**config.mk**
```make
export PLATFORM = sky130hd
export DESIGN_NAME = upload_arbiter
export DESIGN_NICKNAME = d
export VERILOG_FILES = /design/src/rtl/upload_arbiter_pkg.sv /design/src/rtl/upload_arbiter_fifo.sv /design/src/rtl/upload_arbiter.sv
export SDC_FILE = /design/constraint.sdc
export NUM_CORES = 1
export LEC_CHECK = 0
export CORE_UTILIZATION = 25
export DETAILED_ROUTE_END_ITERATION = 10
export PLACE_DENSITY = 0.51
export SKIP_CTS_REPAIR_TIMING = 1
export SLEW_MARGIN = 30
export SYNTH_ARGS = -nofsm -noshare
export SYNTH_HDL_FRONTEND = slang
export SYNTH_SLANG_ARGS = --single-unit
```
**constraint.sdc**
```tcl
create_clock -name clk -period 7.9 [get_ports clk]
set_input_delay 0.79 -clock clk [delete_from_list [all_inputs] [get_ports clk]]
set_output_delay 0.79 -clock clk [all_outputs]
set_load 0.005 [all_outputs]
```
**src/rtl/upload_arbiter_pkg.sv**
```systemverilog
// -----------------------------------------------------------------------------
// upload_arbiter_pkg
//   Shared definitions for the upload arbiter slice: source-ID constants used by
//   the handler upload ports, the default payload width and the arbiter FSM
//   state encoding.
//   No ports (package).
// -----------------------------------------------------------------------------
package upload_arbiter_pkg;

    localparam int DATA_WIDTH_DEF = 8;

    // Source IDs carried alongside every uploaded byte.
    localparam logic [7:0] SRC_UART = 8'h01;
    localparam logic [7:0] SRC_I2C  = 8'h02;
    localparam logic [7:0] SRC_SPI  = 8'h03;
    localparam logic [7:0] SRC_CAN  = 8'h04;

    typedef enum logic {
        ST_IDLE   = 1'b0,
        ST_ACTIVE = 1'b1
    } state_t;

endpackage

```
**src/rtl/upload_arbiter_fifo.sv**
```systemverilog
// -----------------------------------------------------------------------------
// upload_arbiter_fifo
//   Synchronous FIFO holding {source,data} words for the upload arbiter. The
//   head word is read straight out of registered storage, so a word pushed on
//   one edge is visible (valid=1) right after that edge.
// Ports
//   clk, rst_n  clock, asynchronous active-low reset (flushes the FIFO)
//   push        write wdata this cycle
//   wdata       word to write
//   pop         remove the head word this cycle (ignored when empty)
//   rdata       head word, zero when empty
//   valid       FIFO is non-empty
//   full        level == DEPTH, from the registered level
//   level       current occupancy, 0..DEPTH
// -----------------------------------------------------------------------------
module upload_arbiter_fifo #(
    parameter int WIDTH = 16,
    parameter int DEPTH = 16
) (
    input  logic                     clk,
    input  logic                     rst_n,
    input  logic                     push,
    input  logic [WIDTH-1:0]         wdata,
    input  logic                     pop,
    output logic [WIDTH-1:0]         rdata,
    output logic                     valid,
    output logic                     full,
    output logic [$clog2(DEPTH):0]   level
);

    localparam int PW = $clog2(DEPTH);
    localparam int LW = PW + 1;

    logic [WIDTH-1:0] mem [DEPTH];
    logic [PW-1:0]    wr_ptr;
    logic [PW-1:0]    rd_ptr;
    logic             do_push;
    logic             do_pop;

    assign valid   = (level != '0);
    assign full    = (level == LW'(DEPTH));
    assign do_pop  = pop & valid;
    // A push into a full FIFO is safe only when the head leaves in the same cycle.
    assign do_push = push & (~full | do_pop);
    assign rdata   = valid ? mem[rd_ptr] : '0;

    // NOTE: storage is deliberately not reset; pointers and level alone decide
    // which entries are live, and rdata is masked while empty.
    always_ff @(posedge clk) begin
        if (do_push) begin
            mem[wr_ptr] <= wdata;
        end
    end

    // NOTE: sequential state is written with non-blocking assignments so every
    // register samples pre-edge values regardless of statement order.
    always_ff @(posedge clk or negedge rst_n) begin
        if (!rst_n) begin
            wr_ptr <= '0;
            rd_ptr <= '0;
            level  <= '0;
        end else begin
            if (do_push) begin
                wr_ptr <= wr_ptr + PW'(1);
            end
            if (do_pop) begin
                rd_ptr <= rd_ptr + PW'(1);
            end
            case ({do_push, do_pop})
                2'b10:   level <= level + LW'(1);
                2'b01:   level <= level - LW'(1);
                default: level <= level;
            endcase
        end
    end

endmodule

```
**src/rtl/upload_arbiter.sv**
```systemverilog
// -----------------------------------------------------------------------------
// upload_arbiter
//   Merges NUM_SOURCES handler upload streams onto the single command_processor
//   upload interface. Round-robin arbitration with the grant locked for a whole
//   packet, a shared {source,data} FIFO and a stall watchdog that releases a
//   grant whose source holds req without sending bytes.
// Ports
//   clk, rst_n     clock, asynchronous active-low reset
//   src_req        per-source packet request, held for the whole packet
//   src_data       packed bytes, source i at [i*DW +: DW]
//   src_source     packed source IDs, same packing
//   src_valid      per-source byte strobe
//   src_ready      byte accepted when src_valid & src_ready
//   upload_req     packet in flight (granted or FIFO non-empty)
//   upload_data    FIFO head byte
//   upload_source  FIFO head source ID
//   upload_valid   FIFO head valid
//   upload_ready   downstream pops the head when upload_valid & upload_ready
//   grant          one-hot active grant, zero when idle
//   timeout_pulse  one-cycle strobe on a watchdog release
//   fifo_level     current FIFO occupancy
// -----------------------------------------------------------------------------
module upload_arbiter
    import upload_arbiter_pkg::*;
#(
    parameter int NUM_SOURCES    = 4,
    parameter int DATA_WIDTH     = DATA_WIDTH_DEF,
    parameter int FIFO_DEPTH     = 16,
    parameter int TIMEOUT_CYCLES = 65535
) (
    input  logic                              clk,
    input  logic                              rst_n,
    input  logic [NUM_SOURCES-1:0]            src_req,
    input  logic [NUM_SOURCES*DATA_WIDTH-1:0] src_data,
    input  logic [NUM_SOURCES*DATA_WIDTH-1:0] src_source,
    input  logic [NUM_SOURCES-1:0]            src_valid,
    output logic [NUM_SOURCES-1:0]            src_ready,
    output logic                              upload_req,
    output logic [DATA_WIDTH-1:0]             upload_data,
    output logic [DATA_WIDTH-1:0]             upload_source,
    output logic                              upload_valid,
    input  logic                              upload_ready,
    output logic [NUM_SOURCES-1:0]            grant,
    output logic                              timeout_pulse,
    output logic [$clog2(FIFO_DEPTH):0]       fifo_level
);

    localparam int IW = $clog2(NUM_SOURCES);
    localparam int TW = (TIMEOUT_CYCLES > 1) ? $clog2(TIMEOUT_CYCLES) : 1;

    state_t                  state;
    state_t                  state_next;
    logic [IW-1:0]           gidx;
    logic [IW-1:0]           rr_ptr;
    logic [IW-1:0]           pick_idx;
    logic [IW-1:0]           cand;
    logic                    pick_found;
    logic [TW-1:0]           wd_cnt;
    logic                    g_req;
    logic                    g_valid;
    logic                    fifo_full;
    logic                    push;
    logic                    wd_idle;
    logic                    wd_fire;
    logic [2*DATA_WIDTH-1:0] push_word;
    logic [2*DATA_WIDTH-1:0] head_word;

    assign g_req     = src_req[gidx];
    assign g_valid   = src_valid[gidx];
    // A byte offered in the cycle req falls is still taken.
    assign push      = (state == ST_ACTIVE) & g_valid & ~fifo_full;
    assign wd_idle   = (state == ST_ACTIVE) & g_req & ~g_valid;
    assign wd_fire   = (TIMEOUT_CYCLES != 0) & wd_idle &
                       (wd_cnt == TW'(TIMEOUT_CYCLES - 1));
    assign push_word = {src_source[gidx*DATA_WIDTH +: DATA_WIDTH],
                        src_data[gidx*DATA_WIDTH +: DATA_WIDTH]};

    assign upload_source = head_word[2*DATA_WIDTH-1:DATA_WIDTH];
    assign upload_data   = head_word[DATA_WIDTH-1:0];

    // Round-robin pick: first requester strictly after rr_ptr, wrapping.
    // NOTE: every variable written in always_comb gets a default first, so no
    // path leaves it unassigned and no latch is inferred.
    always_comb begin
        pick_found = 1'b0;
        pick_idx   = rr_ptr;
        cand       = rr_ptr;
        for (int k = 1; k <= NUM_SOURCES; k++) begin
            cand = IW'((int'(rr_ptr) + k) % NUM_SOURCES);
            if (!pick_found && src_req[cand]) begin
                pick_found = 1'b1;
                pick_idx   = cand;
            end
        end
    end

    // FSM: state register
    always_ff @(posedge clk or negedge rst_n) begin
        if (!rst_n) begin
            state <= ST_IDLE;
        end else begin
            state <= state_next;
        end
    end

    // FSM: next state
    always_comb begin
        state_next = state;
        case (state)
            ST_IDLE:   if (pick_found)         state_next = ST_ACTIVE;
            ST_ACTIVE: if (!g_req || wd_fire)  state_next = ST_IDLE;
            default:                           state_next = ST_IDLE;
        endcase
    end

    // FSM: outputs
    always_comb begin
        src_ready  = '0;
        upload_req = (fifo_level != '0);
        if (state == ST_ACTIVE) begin
            src_ready[gidx] = ~fifo_full;
            upload_req      = 1'b1;
        end
    end

    // Grant, round-robin pointer and watchdog.
    always_ff @(posedge clk or negedge rst_n) begin
        if (!rst_n) begin
            grant         <= '0;
            gidx          <= '0;
            rr_ptr        <= IW'(NUM_SOURCES - 1);
            wd_cnt        <= '0;
            timeout_pulse <= 1'b0;
        end else begin
            timeout_pulse <= wd_fire;
            case (state)
                ST_IDLE: begin
                    wd_cnt <= '0;
                    if (pick_found) begin
                        gidx  <= pick_idx;
                        grant <= NUM_SOURCES'(1) << pick_idx;
                    end
                end
                ST_ACTIVE: begin
                    if (!g_req || wd_fire) begin
                        rr_ptr <= gidx;
                        grant  <= '0;
                        wd_cnt <= '0;
                    end else if (push) begin
                        wd_cnt <= '0;
                    end else if (wd_idle) begin
                        wd_cnt <= wd_cnt + TW'(1);
                    end
                end
                default: grant <= '0;
            endcase
        end
    end

    upload_arbiter_fifo #(
        .WIDTH (2*DATA_WIDTH),
        .DEPTH (FIFO_DEPTH)
    ) u_fifo (
        .clk   (clk),
        .rst_n (rst_n),
        .push  (push),
        .wdata (push_word),
        .pop   (upload_ready),
        .rdata (head_word),
        .valid (upload_valid),
        .full  (fifo_full),
        .level (fifo_level)
    );

endmodule

```
---- Word level (Yosys, flattened, before mapping) ----
Memories as Yosys holds them, arrays and structs flattened.
Index checks and enable logic that the tools add are counted.
word-level totals
  bits in registers ....................... 39
  memory bits (writable) .................. 256
  input bits .............................. 75
  output and inout port bits .............. 32
  memories ................................ 1
cells by class
  add/subtract/negate cells ............... 9
  order comparisons ....................... 6
  equal/unequal tests ..................... 7
  shifts and indexed selects .............. 3
  muxes and demuxes ....................... 38
  bitwise logic cells ..................... 12
  reduce and logical (&&, ||, !) cells .... 14
memory list
  name        depth  width  read ports  clocked after Yosys merged registers in  write ports  RTL line                   text
  u_fifo.mem  16     16     1           0                                        1            upload_arbiter_fifo.sv:34  logic [WIDTH-1:0] mem [DEPTH];
operator list
  operator                                             count
  two-way mux 16 bit                                   4
  variable part select 32 x 6 -> 8 bit                 2
  one-hot mux 16 bit (2 select lines)                  1
  adder 16 x 1 -> 16 bit (second input constant)       1
  equality test 16 bit (second input constant)         1
  two-way mux 1 bit                                    16
  < comparator 2 x 3 -> 1 bit (second input constant)  5
  binary-select mux 1 bit (select 2 bit)               6
  two-way mux 4 bit                                    3
  one-hot mux 5 bit (2 select lines)                   1
  adder 4 x 1 -> 4 bit (second input constant)         2
  two-way mux 2 bit                                    4
  one-hot mux 4 bit (2 select lines)                   1
  bitwise AND 1 bit                                    7
  AND reduction 2 bit                                  3
  adder 5 x 1 -> 5 bit (second input constant)         1
  equality test 5 bit (second input constant)          1
  nonzero test 5 bit                                   1
  subtractor 5 x 1 -> 5 bit (second input constant)    1
  adder 2 x 1 -> 2 bit (second input constant)         2
  adder 2 bit (second input constant)                  2
  bitwise AND 4 bit                                    1
  logical AND 1 bit                                    4
  logical NOT 1 bit                                    4
  other kinds (13)                                     15

---- Logic depth before layout (Yosys ltp) ----
Gate-level depths: netlist (run 1).
  word-level depth ........................ 16
  depth in mapped cells ................... 15

---- By module ----
A second synthesis (run 1) with hierarchy kept.
unflattened totals
  cells, all modules ...................... 698
  area, all modules ....................... 12,670.9 µm²
modules (own cells, without submodules)
  module               instances  cells an instance  area each (µm²)  sequential area each (µm²)
  upload_arbiter_fifo  1          499                10,656.5         8,012.7
  upload_arbiter       1          199                2,014.4          653.1

---- Least setup slack after synthesis (run 1) ----
Ideal clock, no wire load.
  path kind ............................... in2reg
  start point ............................. input port src_valid[3]
  end point ............................... register u_fifo.level[4]
  setup time .............................. 0.079 ns
  data arrival time ....................... 3.332 ns
  required time ........................... 7.821 ns
  path slack .............................. 4.489 ns
  cell stages on the path ................. 13
  path buffers ............................ 2
  cell sequence ........................... mux4_2 -> and3_1 -> buf_2 -> inv_1 -> ha_1 -> clkbuf_1 -> xor2_1 -> ha_1 -> a21boi_0 -> o221ai_1 -> a21o_1 -> a21oi_1 -> xor2_1
on the way
  longest elaborated chain between the ends .. 7
ends and longest elaborated chain
  what                                                                             RTL line                   text
  from (decl)                                                                      upload_arbiter.sv:36       input logic [NUM_SOURCES-1:0] src_valid,
  binary-select mux 1 bit (select 2 bit) (*)                                       upload_arbiter.sv:69       assign g_valid = src_valid[gidx];
  two-way mux 1 bit (not written as such) (*)                                      upload_arbiter.sv:69
  bitwise AND 1 bit (*) (2 in a row)                                               upload_arbiter.sv:71       assign push = (state == ST_ACTIVE) & g_valid & ~fifo_full;
  bitwise AND 1 bit (*)                                                            upload_arbiter_fifo.sv:44  assign do_push = push & (~full | do_pop);
  equality test 2 x 1 -> 1 bit / equality test 2 bit (equally long branches)       upload_arbiter_fifo.sv:69  case ({do_push, do_pop})
  one-hot mux 5 bit (2 select lines) / nonzero test 2 bit (equally long branches)  -
  to (signal assigned)                                                             upload_arbiter_fifo.sv:70  2'b10: level <= level + LW'(1);
  to (signal assigned)                                                             upload_arbiter_fifo.sv:71  2'b01: level <= level - LW'(1);
  to (signal assigned)                                                             upload_arbiter_fifo.sv:72  default: level <= level;
  to (decl)                                                                        upload_arbiter_fifo.sv:28  output logic [$clog2(DEPTH):0] level
Every way passes the cells marked *; elsewhere a longest branch is shown, timed or not. The select of a mux whose other input is x is not followed.
A chain may end at the register's enable or synchronous reset.

---- Final worst setup path (run 1) ----
  start point ............................. register u_fifo.rd_ptr[0]
  end point ............................... output port upload_source[5]
on the way
  longest elaborated chain between the ends .. 2
ends and longest elaborated chain
  what                    RTL line                   text
  from (decl)             upload_arbiter_fifo.sv:36  logic [PW-1:0] rd_ptr;
  from (signal assigned)  upload_arbiter_fifo.sv:67  rd_ptr <= rd_ptr + PW'(1);
  memory (16 x 16 bit)    -
  two-way mux 16 bit      upload_arbiter_fifo.sv:45  assign rdata = valid ? mem[rd_ptr] : '0;
  to (decl)               upload_arbiter.sv:40       output logic [DATA_WIDTH-1:0] upload_source,
No other way between the ends.

==> results.json, run 1 <==
{
  "outcome": "complete, no violations",
  "critPathKind": "flip-flop to output pin",
  "ir_drop_mv": 0.184,
  "wirelength_um": 30200,
  "cts_tree": "done",
  "fmax_mhz": 211,
  "fin_tns_setup_ns": 0,
  "layout-drive-gt1-share_pct": 24.6,
  "hp-class": "input pin to async pin",
  "antennaDiodeCount": 0,
  "layout_commonest_cell": "edfxtp_1",
  "cts_buffer_depth": 3,
  "synth_ff_type": "edfxtp_1",
  "synth_cells": 648,
  "num_vias": 6534,
  "htree_levels": 1,
  "regArea_um2": 8670,
  "slew-limit-headroom_pct": 45.9,
  "skew_ns": 0.0174,
  "path_cells": "buf_4 -> mux4_2 -> mux4_2 -> nor2b_1 -> clkdlybuf4s50_1",
  "crit_path_top_delay_cell": "dfrtp_4",
  "async_flop_share_pct": 13.2,
  "drc_errors": 0,
  "grt_max_degree": 68,
  "reg2regPathDepth": 11,
  "syn-num-nets": 734,
  "synth_area_um2": 12400,
  "cp-end-kind": "output pin",
  "cts_made_buffers": 31,
  "p_per_area_nw_per_um2": 362,
  "gp_congestion": 0.694,
  "required_ns": 7.11,
  "ys_warn_count": 0,
  "timing.critical_path.mode_cell": "mux4_2",
  "critPathMaxStageDelay_ns": 0.93,
  "fillers": 4736,
  "cp_max_fo": 36,
  "startpoint_type": "flip-flop",
  "antenna_found_initial": 0,
  "synth_edf_count": 256,
  "ys_seq_elements": 295,
  "grt-ovfl-total": 0,
  "maxSlewViolCount": 0,
  "pin_count": 107,
  "yosysSeqAreaShare_pct": 69.9,
  "nets": 853,
  "initial_core_util_pct": 25.3,
  "multi_input_area_um2": 3570,
  "ant_nets": 0,
  "ys_types": 45,
  "cp_top_family": "buffers and inverters",
  "drt_iter0_drc": 474,
  "die-area_um2": 50500,
  "dp_hpwl_um": 17400,
  "grt_pass1_wl_um": 44500,
  "hold_viol": 0,
  "fp.dieH_um": 225,
  "avgRoutedWirePerCell_um": 20.7,
  "arrival_ns": 3.96,
  "drt_first_pass_iters": 4,
  "worstSkewPairLatency_ns": 0.58,
  "rsz0062_at_grt": "no",
  "path_clk_slew_ns": 0.06,
  "dieWidth_um": 225,
  "worst_pin_slew_ns": 0.811,
  "synth.avg_cell_area_um2": 19.1,
  "area_growth_pct": 23.0,
  "leakagePower_nw": 4.86,
  "setup_violations": 0,
  "first_global_vias": 6770,
  "port_buffers": 106,
  "core.rowCount": 81,
  "cp.depth": 5,
  "via_per_inst": 4.49,
  "fin_crit_sh_pct": 60.1,
  "clock-root-buffer": "clkbuf_16",
  "power_mw": 5.51,
  "track_usage_pct": 12.1,
  "worst-path-buf-inv": 2,
  "period_needed_ns": 4.75,
  "final_cell_mix": "edfxtp_1 (256), clkdlybuf4s50_1 (105), mux4_2 (97), dfrtp_1 (33), clkbuf_16 (31)",
  "cap_viol_max_count": 0,
  "cts.sinks": 295,
  "core_area_um2": 49000
}
stage by stage:
stage | util, % | hold slack, ns | cell area (um^2) | std cells | setup WS (ns)
4_1_cts | 31.1 | 0.396 | 15200 | 1456 | 3.00
5_1_grt | 31.2 | 0.242 | 15300 | 1456 | 2.90
6_report | 31.2 | 0.205 | 15300 | 1456 | 3.15
3_3_place_gp | 29.3 | 0.462 | 14300 | 1398 | 3.64
2_1_floorplan | - | 0.494 | 12400 | 648 | 4.49
3_5_place_dp | 29.3 | 0.464 | 14300 | 1398 | 3.62
cells by family (layout without fill, tap and decap cells):
family | count (synthesis) | in the layout | share of synthesized area, %
multiplexers | 105 | 105 | 18.3
buffers and inverters | 51 | 195 | 1.78
flip-flops | 295 | 295 | 69.9
adder cells (fa/ha/maj) | 11 | 11 | 1.11
XOR/XNOR | 17 | 17 | 1.20
AO/OA/AOI/OAI | 51 | 51 | 2.67
AND/OR/NAND/NOR | 118 | 118 | 5.08
synthesized netlist by cell type (all sizes together), types with 3 or more instances:
library cell  count  share of area [%]
a21o              4               0.24
a21oi            14               0.56
a31o              3               0.21
a31oi             5               0.25
and2              4               0.20
and4              4               0.28
buf              19               0.81
clkbuf           23               0.70
dfrtp            37                7.5
edfxtp          256                 62
ha               11                1.1
inv               9               0.27
mux2              5               0.45
mux2i             3               0.24
mux4             97                 18
nand2            26               0.79
nand2b            7               0.35
nand3             5               0.20
nand4             7               0.35
nor2             22               0.67
nor2b            18               0.91
nor3              8               0.32
nor3b             4               0.24
o21ai             7               0.28
o31ai             9               0.54
or4               7               0.42
xnor2            11               0.78
xor2              6               0.42
routing by layer:
layer	GRT usage (%)	routed length, um	vias to the layer above
li1	-	-	2877
met5	0	0	-
met4	2.74	529	0
met3	1.97	1420	44
met1	17.0	13800	3450
met2	19.6	14400	163
power breakdown:
| part | internal, mW | switching, mW |
|---|---|---|
| clock network | 0.729 | 0.601 |
| registers | 2.10 | 0.196 |
| logic | 0.961 | 0.927 |
worst register-to-register path, delay by kind of cell, from the launching register on:
kind            cells  cell delay [ns]
compound gates      4             0.74
xor+xnor            2             0.34
fa+ha+maj           2             0.58
buf+inv             1             0.16
flops               1             0.90
mux                 1             0.52
simple gates        1             0.33
registers in the layout (all words and copies together), names as in the netlist:
signal,count
u_fifo.rd_ptr,4
rr_ptr,2
u_fifo.level,5
wd_cnt,16
u_fifo.mem,256
grant,4
gidx,2
state,1
u_fifo.wr_ptr,4
timeout_pulse,1
path summary, 6_finish.rpt:
kind	start	endpoint	slack, ns
max in group asynchronous	rst_n	u_fifo.rd_ptr[0]	7.29
worst max-delay path	u_fifo.rd_ptr[0]	upload_source[5]	3.15
min in group clk	u_fifo.rd_ptr[2]	u_fifo.rd_ptr[2]	0.47
worst max register to register	gidx[1]	u_fifo.level[4]	4.26
worst min-delay path	rst_n	u_fifo.level[3]	0.21
worst min register to register	u_fifo.rd_ptr[2]	u_fifo.rd_ptr[2]	0.47
cell type report:
cell class	instances	share of cell area (%)
Sequential cell	295	56.9
Multi-Input combinational cell	302	23.4
Clock inverter	15	0.623
Inverter	9	0.221
Timing Repair Buffer	128	8.05
Tap cell	664	5.45
Clock buffer	43	5.38
(Power assumes the default switching activity.)
==> run 2, diff against run 1 <==
--- a/config.mk
+++ b/config.mk
@@ -7,7 +7,7 @@
 export LEC_CHECK = 0
 export CORE_UTILIZATION = 25
 export DETAILED_ROUTE_END_ITERATION = 10
-export PLACE_DENSITY = 0.51
+export PLACE_DENSITY = 0.52
 export SKIP_CTS_REPAIR_TIMING = 1
 export SLEW_MARGIN = 30
 export SYNTH_ARGS = -nofsm -noshare
==> constraint.sdc (replaced) <==
create_clock -name clk -period 4.1 [get_ports clk]
set_input_delay 0.41 -clock clk [delete_from_list [all_inputs] [get_ports clk]]
set_output_delay 0.41 -clock clk [all_outputs]
set_load 0.005 [all_outputs]
==> run 2 against run 1 <==
Non-clock buffer count increased by 8; wire length fell by 1.5%; largest power group unchanged; cell area is 2.0% higher.
==> results.json, run 2 (synthesized netlist as in run 1, its figures left out) <==
{
  "outcome": "complete, no violations",
  "clock-root-buffer": "clkbuf_16",
  "via_per_inst": 4.49,
  "cts_buffer_depth": 3,
  "wirelength_um": 29700,
  "path_clk_slew_ns": 0.06,
  "required_ns": 3.69,
  "cp-end-kind": "output pin",
  "dieWidth_um": 225,
  "ir_drop_mv": 0.401,
  "drt_first_pass_iters": 4,
  "top_register": "u_fifo.mem",
  "critPathKind": "flip-flop to output pin",
  "whs_ns": 0.408,
  "grt_max_degree": 40,
  "period_needed_ns": 3.65,
  "cap_viol_max_count": 0,
  "p_per_area_nw_per_um2": 711,
  "fp.dieH_um": 225,
  "core_area_um2": 49000,
  "die-area_um2": 50500,
  "core.rowCount": 81,
  "slew-limit-headroom_pct": 46.9,
  "num_vias": 6591,
  "track_usage_pct": 12.0,
  "grt-ovfl-total": 0,
  "fin_crit_sh_pct": 89.0,
  "cts_made_buffers": 34,
  "dp_slack_ns": 0.678,
  "reg.largest.list": "u_fifo.mem (256), wd_cnt (16), u_fifo.level (5)",
  "rsz0062_at_grt": "no",
  "antenna_found_initial": 0,
  "fin_tns_setup_ns": 0,
  "cp_max_fo": 22,
  "drt_iter0_drc": 503,
  "htree_levels": 2,
  "worstSkewPairLatency_ns": 0.53,
  "leakagePower_nw": 5.00,
  "gp_congestion": 0.682,
  "arrival_ns": 3.24,
  "final_cell_mix": "edfxtp_1 (256), clkdlybuf4s50_1 (105), mux4_2 (97), clkbuf_16 (35), dfrtp_1 (33)",
  "setup_violations": 0,
  "dp_hpwl_um": 17800,
  "startpoint_type": "flip-flop",
  "pin_count": 107,
  "antennaDiodeCount": 0,
  "hp-class": "input pin to async pin",
  "layout_commonest_cell": "edfxtp_1",
  "avgRoutedWirePerCell_um": 20.2,
  "skew_ns": 0.0212,
  "worst_pin_slew_ns": 0.796,
  "layout-drive-gt1-share_pct": 25.5,
  "cts_tree": "done",
  "fmax_mhz": 274,
  "ant_nets": 0,
  "initial_core_util_pct": 25.3,
  "port_buffers": 106,
  "nets": 864,
  "largest_reg_flops": 256,
  "area_growth_pct": 25.4,
  "layout_setup_ws_ns": 0.450,
  "hold_viol": 0,
  "grt_pass1_wl_um": 44100,
  "first_global_vias": 6914,
  "drc_errors": 0,
  "cts.sinks": 295,
  "maxSlewViolCount": 0
}
[run 2: changes by cell type in the layout (fill, tap and decap cells not counted), moves of 2 or more]
cell,previous run,this run
clkinv_1,3,5
buf_12,0,7
clkbuf_16,31,35
clkinv_8,0,2
clkbuf_1,12,10
clkinvlp_4,2,0
bufinv_16,0,2
clkinv_2,8,5
[run 2: power by group]
part | total [mW] | internal [mW] | leakage, nW | switching (mW)
Combinational | 3.78 | 1.93 | 1.67 | 1.85
Sequential | 4.37 | 4.05 | 2.80 | 0.316
Clock | 2.91 | 1.71 | 0.521 | 1.20
Total | 11.1 | 7.69 | 5.00 | 3.37
[run 2: cell type report]
class	instances	area, um^2
multi-input cells	302	3570
clock buffers	45	913
fillers	4704	33400
inverters	9	33.8
repair buffers	136	1370
clock inverters	16	154
well taps	664	831
flip-flops and latches	295	8670
[run 2: final timing paths]
path                            slack (ns)  cells after the start        startpoint               end
min in group clk                      0.50                      1  u_fifo.rd_ptr[2]  u_fifo.rd_ptr[2]
worst max register to register        0.93                     12   u_fifo.level[1]   u_fifo.level[4]
worst min-delay path                  0.41                      2             rst_n   u_fifo.level[4]
worst max-delay path                  0.45                      5  u_fifo.rd_ptr[0]  upload_source[7]
max in group asynchronous             3.27                      2             rst_n  u_fifo.rd_ptr[0]
worst min register to register        0.50                      1  u_fifo.rd_ptr[2]  u_fifo.rd_ptr[2]
[run 2: worst max-delay path, stage by stage (launching register included)]
cell             delay [ns]
dfrtp_4                0.72
buf_4                  0.33
mux4_2                 0.52
mux4_2                 0.50
nor2b_1                0.15
clkdlybuf4s50_1        0.47
[run 2: metal layers]
metal	vias up	wire length (um)	track usage, %
met2	179	14400	19.7
met5	-	0	0
met4	0	535	3.25
met3	37	1460	2.25
li1	2907	-	-
met1	3468	13300	16.2
[run 2: stage by stage]
| stage | power [mW] | area, um^2 | cells | util (%) |
|---|---|---|---|---|
| after floorplan | 6.72 | 12400 | 648 | - |
| after global placement | 8.27 | 14500 | 1405 | 29.6 |
| after detailed placement | 8.33 | 14500 | 1405 | 29.6 |
| after CTS | 11.3 | 15500 | 1466 | 31.7 |
| after global routing | 11.7 | 15600 | 1467 | 31.8 |
| final | 11.1 | 15600 | 1467 | 31.8 |
==> run 3, diff against run 2 <==
--- a/config.mk
+++ b/config.mk
@@ -7,6 +7,7 @@
 export LEC_CHECK = 0
 export CORE_UTILIZATION = 25
 export DETAILED_ROUTE_END_ITERATION = 10
+export GPL_ROUTABILITY_DRIVEN = 0
 export PLACE_DENSITY = 0.52
 export SKIP_CTS_REPAIR_TIMING = 1
 export SLEW_MARGIN = 30
==> results of run 3 <==
Same layout as run 2: the final DEF is identical, and so are final timing and power.
